==> src/rtl/dram_arb_pkg.sv <==
// Shared encodings and default sizes for the DDR2 command arbiter.
package dram_arb_pkg;

  localparam int unsigned ADX_W_DEF        = 27;
  localparam int unsigned DATA_W_DEF       = 128;
  localparam int unsigned MAX_BURST_DEF    = 8;
  localparam int unsigned STARVE_LIMIT_DEF = 256;
  localparam int unsigned STATE_W          = 2;

  typedef enum logic [STATE_W-1:0] {
    ARB_IDLE = 2'd0,
    ARB_WR   = 2'd1,
    ARB_RD   = 2'd2
  } arb_state_e;

  localparam logic CMD_WRITE = 1'b1;
  localparam logic CMD_READ  = 1'b0;

endpackage

==> src/rtl/dram_arb_starve_timer.sv <==
// Saturating count of cycles a read has lost to capture writes; raises a force flag at the limit.
module dram_arb_starve_timer #(
  parameter int unsigned LIMIT = 256
) (
  input  logic clk,
  input  logic rst_n,
  input  logic inc,
  input  logic clr,
  output logic force_rd_c
);

  localparam int unsigned CNT_W = $clog2(LIMIT + 1);
  localparam logic [CNT_W-1:0] CNT_MAX = CNT_W'(LIMIT);

  logic [CNT_W-1:0] cnt;

  always_ff @(posedge clk or negedge rst_n) begin
    if (!rst_n) begin
      cnt <= '0;
    end else if (clr) begin
      cnt <= '0;
    end else if (inc && (cnt != CNT_MAX)) begin
      cnt <= cnt + CNT_W'(1);
    end
  end

  assign force_rd_c = (cnt == CNT_MAX);

endmodule

==> src/rtl/dram_cmd_arbiter.sv <==
// Arbitrates the capture write stream and the readback read stream onto one DDR2 command port.
// Optional grant/starvation counters are built when DRAM_ARB_PERF_EN is defined.
module dram_cmd_arbiter
  import dram_arb_pkg::*;
#(
  parameter int unsigned ADX_W        = ADX_W_DEF,
  parameter int unsigned DATA_W       = DATA_W_DEF,
  parameter int unsigned MAX_BURST    = MAX_BURST_DEF,
  parameter int unsigned STARVE_LIMIT = STARVE_LIMIT_DEF
) (
  input  logic               soc_clk,
  input  logic               soc_resetn,
  input  logic               capture_active,
  input  logic               wr_req,
  input  logic [ADX_W-1:0]   wr_adx,
  input  logic [DATA_W-1:0]  wr_data,
  output logic               wr_grant,
  input  logic               rd_req,
  input  logic [ADX_W-1:0]   rd_adx,
  output logic               rd_grant,
  output logic               cmd_valid,
  input  logic               cmd_ready,
  output logic               cmd_write,
  output logic [ADX_W-1:0]   cmd_adx,
  output logic [DATA_W-1:0]  cmd_wdata,
  output logic [STATE_W-1:0] arb_state
`ifdef DRAM_ARB_PERF_EN
  ,
  output logic [31:0]        perf_wr_grants,
  output logic [31:0]        perf_rd_grants,
  output logic [15:0]        perf_starve_events
`endif
);

  localparam int unsigned BCNT_W = $clog2(MAX_BURST + 1);
  localparam logic [BCNT_W-1:0] BURST_MAX = BCNT_W'(MAX_BURST);

  arb_state_e        state, state_next;
  logic [BCNT_W-1:0] burst_cnt;
  logic [BCNT_W-1:0] rd_lim;
  logic              one_shot;
  logic              rr_last;
  logic              force_rd_c;
  logic              slot_free;
  logic              force_go;
  logic              wr_stop;
  logic              rd_stop;
  logic              any_grant;

  assign slot_free = ~cmd_valid | cmd_ready;
  assign force_go  = force_rd_c & rd_req;
  assign any_grant = wr_grant | rd_grant;
  // A forced read burst yields after its single grant.
  assign rd_lim    = one_shot ? BCNT_W'(1) : BURST_MAX;
  assign wr_stop   = (burst_cnt >= BURST_MAX) & ~capture_active & rd_req;
  assign rd_stop   = (burst_cnt >= rd_lim) & wr_req;
  assign arb_state = state;

  dram_arb_starve_timer #(
    .LIMIT (STARVE_LIMIT)
  ) u_starve (
    .clk        (soc_clk),
    .rst_n      (soc_resetn),
    .inc        (rd_req & ~rd_grant & capture_active),
    .clr        (rd_grant | ~capture_active),
    .force_rd_c (force_rd_c)
  );

  // State register.
  always_ff @(posedge soc_clk or negedge soc_resetn) begin
    if (!soc_resetn) begin
      state <= ARB_IDLE;
    end else begin
      state <= state_next;
    end
  end

  // Next-state selection.
  always_comb begin
    state_next = state;
    if (force_go && slot_free) begin
      state_next = ARB_RD;
    end else begin
      case (state)
        ARB_IDLE: begin
          if (wr_grant)      state_next = ARB_WR;
          else if (rd_grant) state_next = ARB_RD;
        end
        ARB_WR: begin
          if (!wr_req && !rd_req)                 state_next = ARB_IDLE;
          else if (rd_req && (!wr_req || wr_stop)) state_next = ARB_RD;
        end
        ARB_RD: begin
          if (!wr_req && !rd_req)                 state_next = ARB_IDLE;
          else if (wr_req && (!rd_req || rd_stop)) state_next = ARB_WR;
        end
        default: state_next = ARB_IDLE;
      endcase
    end
  end

  // Grant outputs; the starvation force overrides every state.
  always_comb begin
    wr_grant = 1'b0;
    rd_grant = 1'b0;
    if (slot_free) begin
      if (force_go) begin
        rd_grant = 1'b1;
      end else begin
        case (state)
          ARB_IDLE: begin
            if (wr_req && rd_req) begin
              if (capture_active || (rr_last == CMD_READ)) wr_grant = 1'b1;
              else                                         rd_grant = 1'b1;
            end else begin
              wr_grant = wr_req;
              rd_grant = rd_req;
            end
          end
          ARB_WR:  wr_grant = wr_req & ~wr_stop;
          ARB_RD:  rd_grant = rd_req & ~rd_stop;
          default: ;
        endcase
      end
    end
  end

  // Burst bookkeeping, round-robin memory and the command register.
  always_ff @(posedge soc_clk or negedge soc_resetn) begin
    if (!soc_resetn) begin
      burst_cnt <= '0;
      one_shot  <= 1'b0;
      rr_last   <= CMD_READ;
      cmd_valid <= 1'b0;
      cmd_write <= CMD_READ;
      cmd_adx   <= '0;
      cmd_wdata <= '0;
    end else begin
      if (force_go && slot_free) begin
        burst_cnt <= BCNT_W'(1);
        one_shot  <= 1'b1;
      end else if (state_next != state) begin
        burst_cnt <= any_grant ? BCNT_W'(1) : '0;
        one_shot  <= 1'b0;
      end else if (any_grant && (burst_cnt != BURST_MAX)) begin
        burst_cnt <= burst_cnt + BCNT_W'(1);
      end

      if (wr_grant) begin
        rr_last   <= CMD_WRITE;
        cmd_valid <= 1'b1;
        cmd_write <= CMD_WRITE;
        cmd_adx   <= wr_adx;
        cmd_wdata <= wr_data;
      end else if (rd_grant) begin
        rr_last   <= CMD_READ;
        cmd_valid <= 1'b1;
        cmd_write <= CMD_READ;
        cmd_adx   <= rd_adx;
      end else if (cmd_ready) begin
        cmd_valid <= 1'b0;
      end
    end
  end

`ifdef DRAM_ARB_PERF_EN
  // Wrapping grant counters and a saturating forced-read counter.
  always_ff @(posedge soc_clk or negedge soc_resetn) begin
    if (!soc_resetn) begin
      perf_wr_grants     <= '0;
      perf_rd_grants     <= '0;
      perf_starve_events <= '0;
    end else begin
      if (wr_grant) perf_wr_grants <= perf_wr_grants + 32'd1;
      if (rd_grant) perf_rd_grants <= perf_rd_grants + 32'd1;
      if (force_go && slot_free && (perf_starve_events != 16'hFFFF))
        perf_starve_events <= perf_starve_events + 16'd1;
    end
  end
`endif

endmodule

==> config.mk <==
export PLATFORM = sky130hd
export DESIGN_NAME = dram_cmd_arbiter
export DESIGN_NICKNAME = d
export VERILOG_FILES = /design/src/rtl/dram_arb_pkg.sv /design/src/rtl/dram_arb_starve_timer.sv /design/src/rtl/dram_cmd_arbiter.sv
export SDC_FILE = /design/constraint.sdc
export NUM_CORES = 1
export LEC_CHECK = 0
export BUFFER_PORTS_ARGS = -buffer_cell sky130_fd_sc_hd__buf_2
export CAP_MARGIN = 20
export CORE_MARGIN = 2
export CORE_UTILIZATION = 42
export CTS_BUF_LIST = sky130_fd_sc_hd__clkbuf_4 sky130_fd_sc_hd__clkbuf_8 sky130_fd_sc_hd__clkbuf_16
export DETAILED_ROUTE_END_ITERATION = 8
export PLACE_DENSITY = 0.77
export SYNTH_ARGS = -nofsm -noshare
export SYNTH_HDL_FRONTEND = slang
export SYNTH_SLANG_ARGS = --single-unit
==> constraint.sdc <==
create_clock -name soc_clk -period 2.3 [get_ports soc_clk]
set_input_delay 0.345 -clock soc_clk [delete_from_list [all_inputs] [get_ports soc_clk]]
set_output_delay 0.345 -clock soc_clk [all_outputs]
set_load 0.02 [all_outputs]
Yosys cells after proc, flatten, opt, wreduce, memory -nomap -nowiden

Cells that the tools add are included.

Bits in registers: 173
Output and inout port bits: 161
Word-level logic and storage cells: 87

$add $sub $neg: 2
Magnitude comparators: 2
Equality and inequality tests: 6
Muxes and demuxes: 34
Bitwise logic cells: 17
Reduce and logical (&&, ||, !) cells: 18

Operators with widths:

| kind                  | number |
|---|---|
| $mux W27              | 2 |
| $mux W9               | 2 |
| $mux W1               | 16 |
| $mux W4               | 4 |
| $mux W2               | 7 |
| $add A9 B1 Y9 const B | 1 |
| $eq A9 B9 Y1 const B  | 1 |
| $ne A9 B9 Y1 const B  | 1 |
| $and A1 B1 Y1         | 8 |
| $logic_and A1 B1 Y1   | 7 |
| $not A1 Y1            | 6 |
| $pmux W2 S3           | 1 |
| $reduce_bool A2 Y1    | 3 |
| $reduce_bool A3 Y1    | 2 |
| $add A4 B1 Y4 const B | 1 |
| $ge A4 B4 Y1          | 1 |
| $ge A4 B4 Y1 const B  | 1 |
| $ne A4 B4 Y1 const B  | 1 |
| $pmux W1 S2           | 2 |
| $logic_or A1 B1 Y1    | 3 |
| $or A1 B1 Y1          | 3 |
| $eq A2 B1 Y1 const B  | 1 |
| $eq A2 B2 Y1 const B  | 1 |
| $logic_not A1 Y1      | 2 |
| other kinds (2)       | 2 |

Depth between registers and ports, before layout

Gate-level depths: netlist of the first run.

Depth after elaboration: 15
Mapped depth: 11

Cells and area by module

Synthesis of the first run repeated with hierarchy kept, for this count alone.

Cell total of the unflattened synthesis: 525
Area, all modules: 7241.9 µm²

By module, submodules not included:

| module                | times used | cells an instance | area each (µm²) | sequential area each (µm²) |
|---|---|---|---|---|
| dram_cmd_arbiter      | 1          | 473               | 6732.7          | 4103.9 |
| dram_arb_starve_timer | 1          | 52                | 509.2           | 225.2 |

Least setup slack after synthesis of the first run

No wires, ideal clock.

Kind: flip-flop to flip-flop
Start point: register burst_cnt[0]
End point: register burst_cnt[0]
Setup time: 0.096 ns
Data arrival time: 2.243 ns
Required time: 2.204 ns
Slack: -0.039 ns
Cell stages (with the launch flop): 9
Period minus slack after synthesis: 2.339 ns
Cell sequence: dfrtp_1 -> inv_1 -> ha_1 -> or4b_4 -> a221oi_4 -> nor2b_2 -> o31ai_4 -> nand3_2 -> a311oi_2

Cells in the longest elaborated chain, start to end: 14

RTL lines:

| item                                         | line                                             | RTL |
|---|---|---|
| start, declared                              | dram_cmd_arbiter.sv:39                           | `logic [BCNT_W-1:0] burst_cnt;` |
| start signal, assigned                       | dram_cmd_arbiter.sv:143                          | `burst_cnt <= any_grant ? BCNT_W'(1) : '0;` |
| start signal, assigned                       | dram_cmd_arbiter.sv:146                          | `burst_cnt <= burst_cnt + BCNT_W'(1);` |
| $ge A4 B4 Y1, on equally long branches       | dram_cmd_arbiter.sv:56, dram_cmd_arbiter.sv:55   |  |
| $and A1 B1 Y1, on equally long branches      | dram_cmd_arbiter.sv:56, dram_cmd_arbiter.sv:55   |  |
| $not A1 Y1 or $and A1 B1 Y1 (tied branches)  | dram_cmd_arbiter.sv:121, dram_cmd_arbiter.sv:55  |  |
| $and A1 B1 Y1 or $not A1 Y1 (tied branches)  | dram_cmd_arbiter.sv:121, dram_cmd_arbiter.sv:120 |  |
| $pmux W1 S2 or $and A1 B1 Y1 (tied branches) | dram_cmd_arbiter.sv:110, dram_cmd_arbiter.sv:120 |  |
| $mux W1 or $pmux W1 S2 (tied branches)       | dram_cmd_arbiter.sv:107, dram_cmd_arbiter.sv:110 |  |
| $mux W1, on equally long branches            | dram_cmd_arbiter.sv:106, dram_cmd_arbiter.sv:107 |  |
| $mux W2 or $mux W1 (tied branches)           | dram_cmd_arbiter.sv:87, dram_cmd_arbiter.sv:106  |  |
| $mux W2                                      | dram_cmd_arbiter.sv:86                           | `if (wr_grant) state_next = ARB_WR;` |
| $pmux W2 S3                                  | dram_cmd_arbiter.sv:84                           | `case (state)` |
| $mux W2                                      | dram_cmd_arbiter.sv:81                           | `if (force_go && slot_free) begin` |
| $ne A2 B2 Y1                                 | dram_cmd_arbiter.sv:142                          | `end else if (state_next != state) begin` |
| $mux W4                                      | dram_cmd_arbiter.sv:142                          |  |
| $mux W4                                      | dram_cmd_arbiter.sv:139                          | `if (force_go && slot_free) begin` |

Parallel ways exist; a longest one is shown, timed or not. The select of a mux whose other input is x is not followed.
A chain may end at the register's enable or synchronous reset.

Worst setup path in the final report of the first run

Start point: register burst_cnt[0]
End point: output port rd_grant

Cells in the longest elaborated chain, start to end: 7

RTL lines:

| item          | line                    | RTL |
|---|---|---|
| $ge A4 B4 Y1  | dram_cmd_arbiter.sv:56  | `assign rd_stop = (burst_cnt >= rd_lim) & wr_req;` |
| $and A1 B1 Y1 | dram_cmd_arbiter.sv:56  |  |
| $not A1 Y1    | dram_cmd_arbiter.sv:121 | `ARB_RD: rd_grant = rd_req & ~rd_stop;` |
| $and A1 B1 Y1 | dram_cmd_arbiter.sv:121 |  |
| $pmux W1 S2   | dram_cmd_arbiter.sv:110 | `case (state)` |
| $mux W1       | dram_cmd_arbiter.sv:107 | `if (force_go) begin` |
| $mux W1       | dram_cmd_arbiter.sv:106 | `if (slot_free) begin` |
| end, declared | dram_cmd_arbiter.sv:20  | `output logic rd_grant,` |

No other way between the ends.

==> results of run 1 <==
[cell type report]
| class | instances | area share [%] |
|---|---|---|
| Clock buffer | 20 | 4.53 |
| Clock inverter | 11 | 1.28 |
| Inverter | 9 | 0.401 |
| Multi-Input combinational cell | 569 | 27.4 |
| Sequential cell | 173 | 42.0 |
| Tap cell | 225 | 2.73 |
| Timing Repair Buffer | 387 | 21.6 |
[synthesized netlist by cell type (6+ instances only)]
master / n
mux2i_1: 29
nand3_1: 6
nand2_1: 423
ha_1: 6
dfrtp_1: 173
o21ai_1: 27
buf_2: 22
inv_1: 8
clkbuf_1: 14
nor2_1: 16
xnor2_1: 6
nor3_1: 8
[worst min path at each step]
stage / startpoint / to / slack [ns] / cells after the start
finish: wr_data[90] / cmd_wdata[90]$_DFFE_PN0N_ / 0.11 / 3
global route: wr_data[114] / cmd_wdata[114]$_DFFE_PN0N_ / 0.1 / 3
CTS: wr_data[114] / cmd_wdata[114]$_DFFE_PN0N_ / 0.09 / 3
detailed placement: soc_resetn / cmd_wdata[29]$_DFFE_PN0N_ / 0.34 / 1
global placement: soc_resetn / cmd_wdata[103]$_DFFE_PN0N_ / 0.33 / 1
floorplan: soc_resetn / arb_state[0]$_DFF_PN0_ / 0.05 / 0
[metrics by stage]
step | util [%] | instance area (um2)
6_report | 60.4 | 10300
4_1_cts | 59.2 | 10100
3_3_place_gp | 54.8 | 9350
3_5_place_dp | 54.8 | 9350
2_1_floorplan | - | 7240
5_1_grt | 60.4 | 10300
[registers in the layout, summed over array words and instances, names as in the netlist]
signal        flops
u_starve.cnt      9
cmd_wdata       128
one_shot          1
rr_last           1
cmd_valid         1
burst_cnt         4
arb_state         2
cmd_adx          27
[metal layers]
metal / vias to the layer above / global-route usage [%]
met2: 285 / 36.7
li1: 3224 / -
met5: - / 0
met3: 51 / 5.76
met4: 0 / 7.58
met1: 3094 / 27.0
[power groups by stage]
| stage | clock (mW) | combinational (mW) | sequential [mW] |
|---|---|---|---|
| finish | 2.93 | 6.95 | 5.20 |
| global placement | 0 | 6.35 | 5.16 |
| floorplan | 0 | 2.36 | 6.86 |
| CTS | 2.98 | 6.68 | 5.19 |
| detailed placement | 0 | 6.51 | 5.18 |
| global route | 3.14 | 7.52 | 5.37 |
[worst register-to-register path: stages, from the launching register on]
cell and delay [ns]:
dfrtp_1 0.40, inv_2 0.09, ha_4 0.21, or4b_4 0.53, a221oi_4 0.31, buf_4 0.17
buf_6 0.10, nor2b_4 0.04, o31ai_4 0.27, nand3_4 0.13, a311oi_2 0.27
[cells in the final DEF, fill, tap and decap left out, types with 4 or more instances in the layout]
cell type / synthesis / routed
nand2_1: 423 / 423
buf_2: 22 / 345
dfrtp_1: 173 / 173
mux2i_1: 29 / 28
o21ai_1: 27 / 26
buf_4: 0 / 24
clkbuf_16: 0 / 20
nor2_1: 16 / 16
buf_12: 0 / 7
nand3_1: 6 / 6
xnor2_1: 6 / 6
buf_6: 0 / 6
nor3_1: 8 / 5
inv_2: 1 / 4
inv_1: 8 / 4
nor2b_1: 4 / 4
a21oi_1: 5 / 4
ha_1: 6 / 4
inv_6: 0 / 4
[cell families after synthesis]
| logic type | share of synthesized area, % |
|---|---|
| AND/OR/NAND/NOR | 26.2 |
| flip-flops | 59.8 |
| multiplexers | 4.16 |
| buffers and inverters | 2.92 |
| adder cells (fa/ha/maj) | 1.04 |
| XOR/XNOR | 1.09 |
| AO/OA/AOI/OAI | 4.85 |
[timing repair]
item / in CTS / in global routing
pin swaps: 9 / 9
buffers inserted: 6 / 6
endpoints found under the hold margin: 50 / 0
gates resized for setup: 15 / 23
gates cloned: 1 / 3
setup endpoints to repair: 28 / 45
hold buffers: 1 / 0
==> run_results.csv, run 1 <==
group,metric,value,unit
sta,max_freq,385,MHz
cts,clkLatencyLatePin,0.42,ns
sta,relSlewSlack,65.2,%
sta,fin_ws,-0.298,ns
drt,dr_wl_met2,10300,um
finish,n_fill_cell,1432,
synth,synth-seq-cells,173,
setup_path,cp_max_fo,2,
setup_path,start_kind,"register",
cts,path_clk_slew,0.07,ns
setup_path,critical_path.endpoint,"rd_grant",
setup_path,ff2ff_path_depth,10,
drt,vias,6654,
cts,numCtsBuffers,17,
floorplan,die_area,18300,um2
place,portBuffers,348,
synth,synth_ff_type,"dfrtp_1",
global_route,grt_pass1_vias,6349,
sta,setup_viol,43,
cts,clock_path_buffers,2,
drt,drt_iter0_markers,290,
synth,syn_nets,985,
synth,ys.warnings.count,0,
pwr,internal_power,8.65,mW
global_route,antenna_found_initial,0,
setup_path,cp_slowest_cell,"or4b_4",
drt,drt-met1-wl,8480,um
finish,area_delta_synth_final,42.3,%
drt,wire_per_inst,14.8,um
drt,first_pass_iters,4,
synth,synth_top_area_cell,"dfrtp_1",
finish,diodes,0,
finish,seqCellArea,4330,um2
setup_path,critPathTopFamily,"simple AND/OR/NAND/NOR gates",
pwr,power.leakage,5.87,nW
setup_path,cp_num_buf_inv,3,
sta,fin_crit,2.60,ns
floorplan,die-width,135,um
status,failed_checks,"setup timing",
setup_path,worstPathCellList,"inv_2, ha_4, or4b_4, a221oi_4, a211oi_4, inv_2, buf_6",
synth,synth-edff-count,0,
drt,top_layer_used,"met4",
place,dpl.cell_count,1347,
drt,ant_nets,0,
drt,viasPerCell,4.77,
finish,final_cells,1394,
pwr,clkPwrFrac,19.4,%
setup_path,cp.depth,7,
pwr,switching_share,42.6,%
synth,synth_top_area_share,59.8,%
setup_path,regToRegSetupSlack,-0.29,ns
synth,ys_async_sr_fraction,100,%
drt,route.met3.wl,1430,um
global_route,grt_first_pass_wirelength,31400,um
cts,h-tree-depth,4,
cts,cts_tree,"done",
sta,fin_skew,0.00946,ns
pwr,ir_drop,0.000773,V
drt,drc,0,
drt,routed_wl,20700,um
sta,slew_viol_final,0,
setup_path,crit_type,"reg -> out",
run,maxCapViolCount,0,
floorplan,die_y,135,um
sta,period_share,113,%
place,place_congestion,0.884,
floorplan,start_util,42.5,%
place,dpl.hpwl,14100,um
synth,yosysSeqAreaShare,59.8,%
cts,cts-root-buf,"clkbuf_16",
global_route,grt_usage,21.7,%
setup_path,endpoint_kind,"output pin",
sta,hold_viol_final,0,
setup_path,required,1.96,ns
cts,clock_sinks,173,
sta,whs,0.109,ns
pwr,power,15.1,mW
setup_path,reg2reg_from,"burst_cnt[0]$_DFFE_PN0P_",
setup_path,r2r_end,"burst_cnt[0]$_DFFE_PN0P_",
global_route,grt_max_degree,107,
sta,setup_tns,-6.81,ns
setup_path,crit_path_max_incr_delay,0.53,ns
pwr,p_seq_share,34.5,%
synth,syn_area,7240,um2
finish,multiInputGateArea,2830,um2
floorplan,ios,349,
sta,rsz0062_at_grt,"true",
synth,syn_avg_cell_area,9.16,um2
global_route,grt_overflow_total,0,
setup_path,crit_start,"burst_cnt[0]$_DFFE_PN0P_",
floorplan,core,17100,um2
status,outcome,"finished, violations left",
pwr,power_density,1460,nW/um2
setup_path,arrival,2.25,ns
pwr,p_comb_share,46.1,%
sta,tightest_slew,0.522,ns
setup_path,crit_top_cell,"inv_2",
place,pre_cts_slack,-0.119,ns
synth,postSynthCellCount,791,
finish,nets,1351,
synth,yosysUniqueCellTypes,44,
synth,synth_area_leaders,"dfrtp_1 (60%), nand2_1 (22%), mux2i_1 (4.0%), o21ai_1 (1.9%), buf_2 (1.5%)",
pwr,power.switching,6.42,mW
worst_hold_path,hp-class,"in -> reg",
finish,drive_above_1_share,38.2,%
floorplan,rows,48,
No activity file was read; power rests on OpenSTA's default activity.
==> run 2, diff against run 1 <==
--- a/config.mk
+++ b/config.mk
@@ -11,4 +11,5 @@
 export CORE_UTILIZATION = 42
 export CTS_BUF_LIST = sky130_fd_sc_hd__clkbuf_4 sky130_fd_sc_hd__clkbuf_8 sky130_fd_sc_hd__clkbuf_16
+export CTS_CLUSTER_SIZE = 16
 export DETAILED_ROUTE_END_ITERATION = 8
 export PLACE_DENSITY = 0.77
==> constraint.sdc (replaced) <==
create_clock -name soc_clk -period 2.3 [get_ports soc_clk]
set_input_delay 0.23 -clock soc_clk [delete_from_list [all_inputs] [get_ports soc_clk]]
set_output_delay 0.23 -clock soc_clk [all_outputs]
set_load 0.02 [all_outputs]
==> run_results.csv, run 2 (synthesized netlist as in run 1, its figures left out) <==
group,metric,value,unit
status,outcome,"finished, violations left",
status,failed_checks,"setup timing",
finish,n_fill_cell,1223,
pwr,power,15.5,mW
finish,final_cell_mix,"nand2_1 (423), buf_2 (345), dfrtp_1 (173), dlygate4sd3_1 (106), buf_4 (38)",
worst_hold_path,worstHoldPathCells,3,
worst_hold_path,hp-start,"wr_adx[14]",
finish,largest_reg_flops,128,
finish,max_flop_register,"cmd_wdata",
global_route,grt_usage,26.2,%
floorplan,ios,349,
setup_path,reg2reg_from,"burst_cnt[0]$_DFFE_PN0P_",
cts,clock_sinks,173,
setup_path,cp_slowest_cell,"or4b_4",
drt,drc,0,
drt,wire_per_inst,15.8,um
setup_path,cp_max_fo,2,
setup_path,ff2ff_path_depth,9,
finish,multiInputGateArea,2820,um2
drt,vias,7364,
finish,final_area,11500,um2
cts,cts_tree,"done",
setup_path,required,2.07,ns
global_route,grt_max_degree,75,
finish,nets,1472,
finish,area_delta_synth_final,58.6,%
cts,clkLatencyLatePin,0.42,ns
finish,seqCellArea,4330,um2
floorplan,rows,48,
place,place_congestion,0.867,
setup_path,regToRegSetupSlack,-0.20,ns
setup_path,crit_top_cell,"buf_6",
sta,fin_ws,-0.245,ns
cts,cts-root-buf,"clkbuf_16",
place,dpl.hpwl,14500,um
place,portBuffers,348,
global_route,grt_pass1_vias,7515,
floorplan,die-width,135,um
drt,drt_iter0_markers,422,
setup_path,arrival,2.32,ns
drt,routed_wl,24000,um
sta,fin_crit,2.55,ns
finish,reg.largest.list,"cmd_wdata x128, cmd_adx x27, u_starve.cnt x9",
cts,path_clk_slew,0.07,ns
floorplan,start_util,42.5,%
sta,whs,0.0157,ns
setup_path,crit_type,"reg -> out",
setup_path,endpoint_kind,"output pin",
global_route,antenna_found_initial,0,
sta,fin_skew,0.00892,ns
worst_hold_path,hold_path_end,"cmd_adx[14]$_DFFE_PN0P_",
finish,diodes,0,
drt,ant_nets,0,
floorplan,core,17100,um2
worst_hold_path,hp-class,"in -> reg",
place,dpl-instance-area,9510,um2
floorplan,die_y,135,um
cts,numCtsBuffers,17,
sta,rsz0062_at_grt,"true",
sta,slew_viol_final,0,
sta,tightest_slew,0.469,ns
pwr,ir_drop,0.000710,V
global_route,grt_first_pass_wirelength,37600,um
cts,h-tree-depth,4,
pwr,power.leakage,6.38,nW
run,maxCapViolCount,0,
sta,relSlewSlack,68.6,%
drt,first_pass_iters,8,
place,pre_cts_slack,-0.0945,ns
floorplan,die_area,18300,um2
sta,setup_tns,-2.57,ns
finish,drive_above_1_share,35.9,%
global_route,grt_overflow_total,0,
cts,clock_path_buffers,2,
pwr,power_density,1350,nW/um2
setup_path,crit_path_max_incr_delay,0.50,ns
sta,hold_viol_final,0,
sta,setup_viol,29,
setup_path,start_kind,"register",
sta,max_freq,393,MHz
finish,final_common_cell,"nand2_1",
drt,viasPerCell,4.86,
sta,period_share,111,%
setup_path,worstPathCellList,"inv_2, ha_4, or4b_4, a221oi_4, a211oi_4, buf_6, inv_4, buf_6",
setup_path,r2r_end,"cmd_adx[11]$_DFFE_PN0P_",
-- run 2: through the flow --
step                      cells  utilization (%)
after floorplan             791                -
after detailed placement   1357             55.7
final                      1516             67.3
after global placement     1357             55.7
after global routing       1516             67.3
after CTS                  1509             66.5
-- run 2: worst max-delay path: cells and delay by family (launching register included) --
kind	cells	cell delay, ns
fa+ha+maj	1	0.19
buf+inv	4	0.37
compound gates	2	0.43
flops	1	0.40
simple gates	1	0.50
-- run 2: cell type report --
class,count,area share [%]
repair buffers,508,29.9
multi-input cells,569,24.6
flip-flops and latches,173,37.7
well taps,225,2.45
inverters,9,0.381
clock buffers,19,3.89
clock inverters,13,1.11
-- run 2: worst max-delay path by stage --
stage	startpoint	endpoint	slack, ns	cells after the start
final	burst_cnt[0]$_DFFE_PN0P_	rd_grant	-0.25	8
after global routing	burst_cnt[0]$_DFFE_PN0P_	rd_grant	-0.34	8
after CTS	burst_cnt[0]$_DFFE_PN0P_	rd_grant	-0.30	8
after detailed placement	burst_cnt[0]$_DFFE_PN0P_	burst_cnt[0]$_DFFE_PN0P_	-0.09	8
after global placement	burst_cnt[0]$_DFFE_PN0P_	burst_cnt[0]$_DFFE_PN0P_	-0.04	8
after floorplan	burst_cnt[0]$_DFFE_PN0P_	burst_cnt[0]$_DFFE_PN0P_	-0.04	8
-- run 2: per-layer routing --
| layer | GRT usage [%] | up-vias | part of all wire (%) |
|---|---|---|---|
| li1 | - | 3478 | - |
| met1 | 31.5 | 3462 | 38 |
| met2 | 44.2 | 354 | 51 |
| met3 | 7.41 | 70 | 7.6 |
| met4 | 11.5 | 0 | 3.2 |
| met5 | 0 | - | 0 |
-- run 2: report_power, final --
group / internal (mW) / total, mW / leakage [nW] / switching [mW]
sequential: 4.42 / 5.26 / 2.15 / 0.843
clock: 1.56 / 2.83 / 0.280 / 1.27
combinational: 2.84 / 7.45 / 3.95 / 4.62
-- run 2: repair_timing --
item,4_1_cts,5_1_grt
endpoints found under the setup margin,38,116
hold buffers,105,1
pin swaps,9,9
cloned,2,0
endpoints found under the hold margin,145,1
setup buffers,14,6
gates resized for setup,20,14
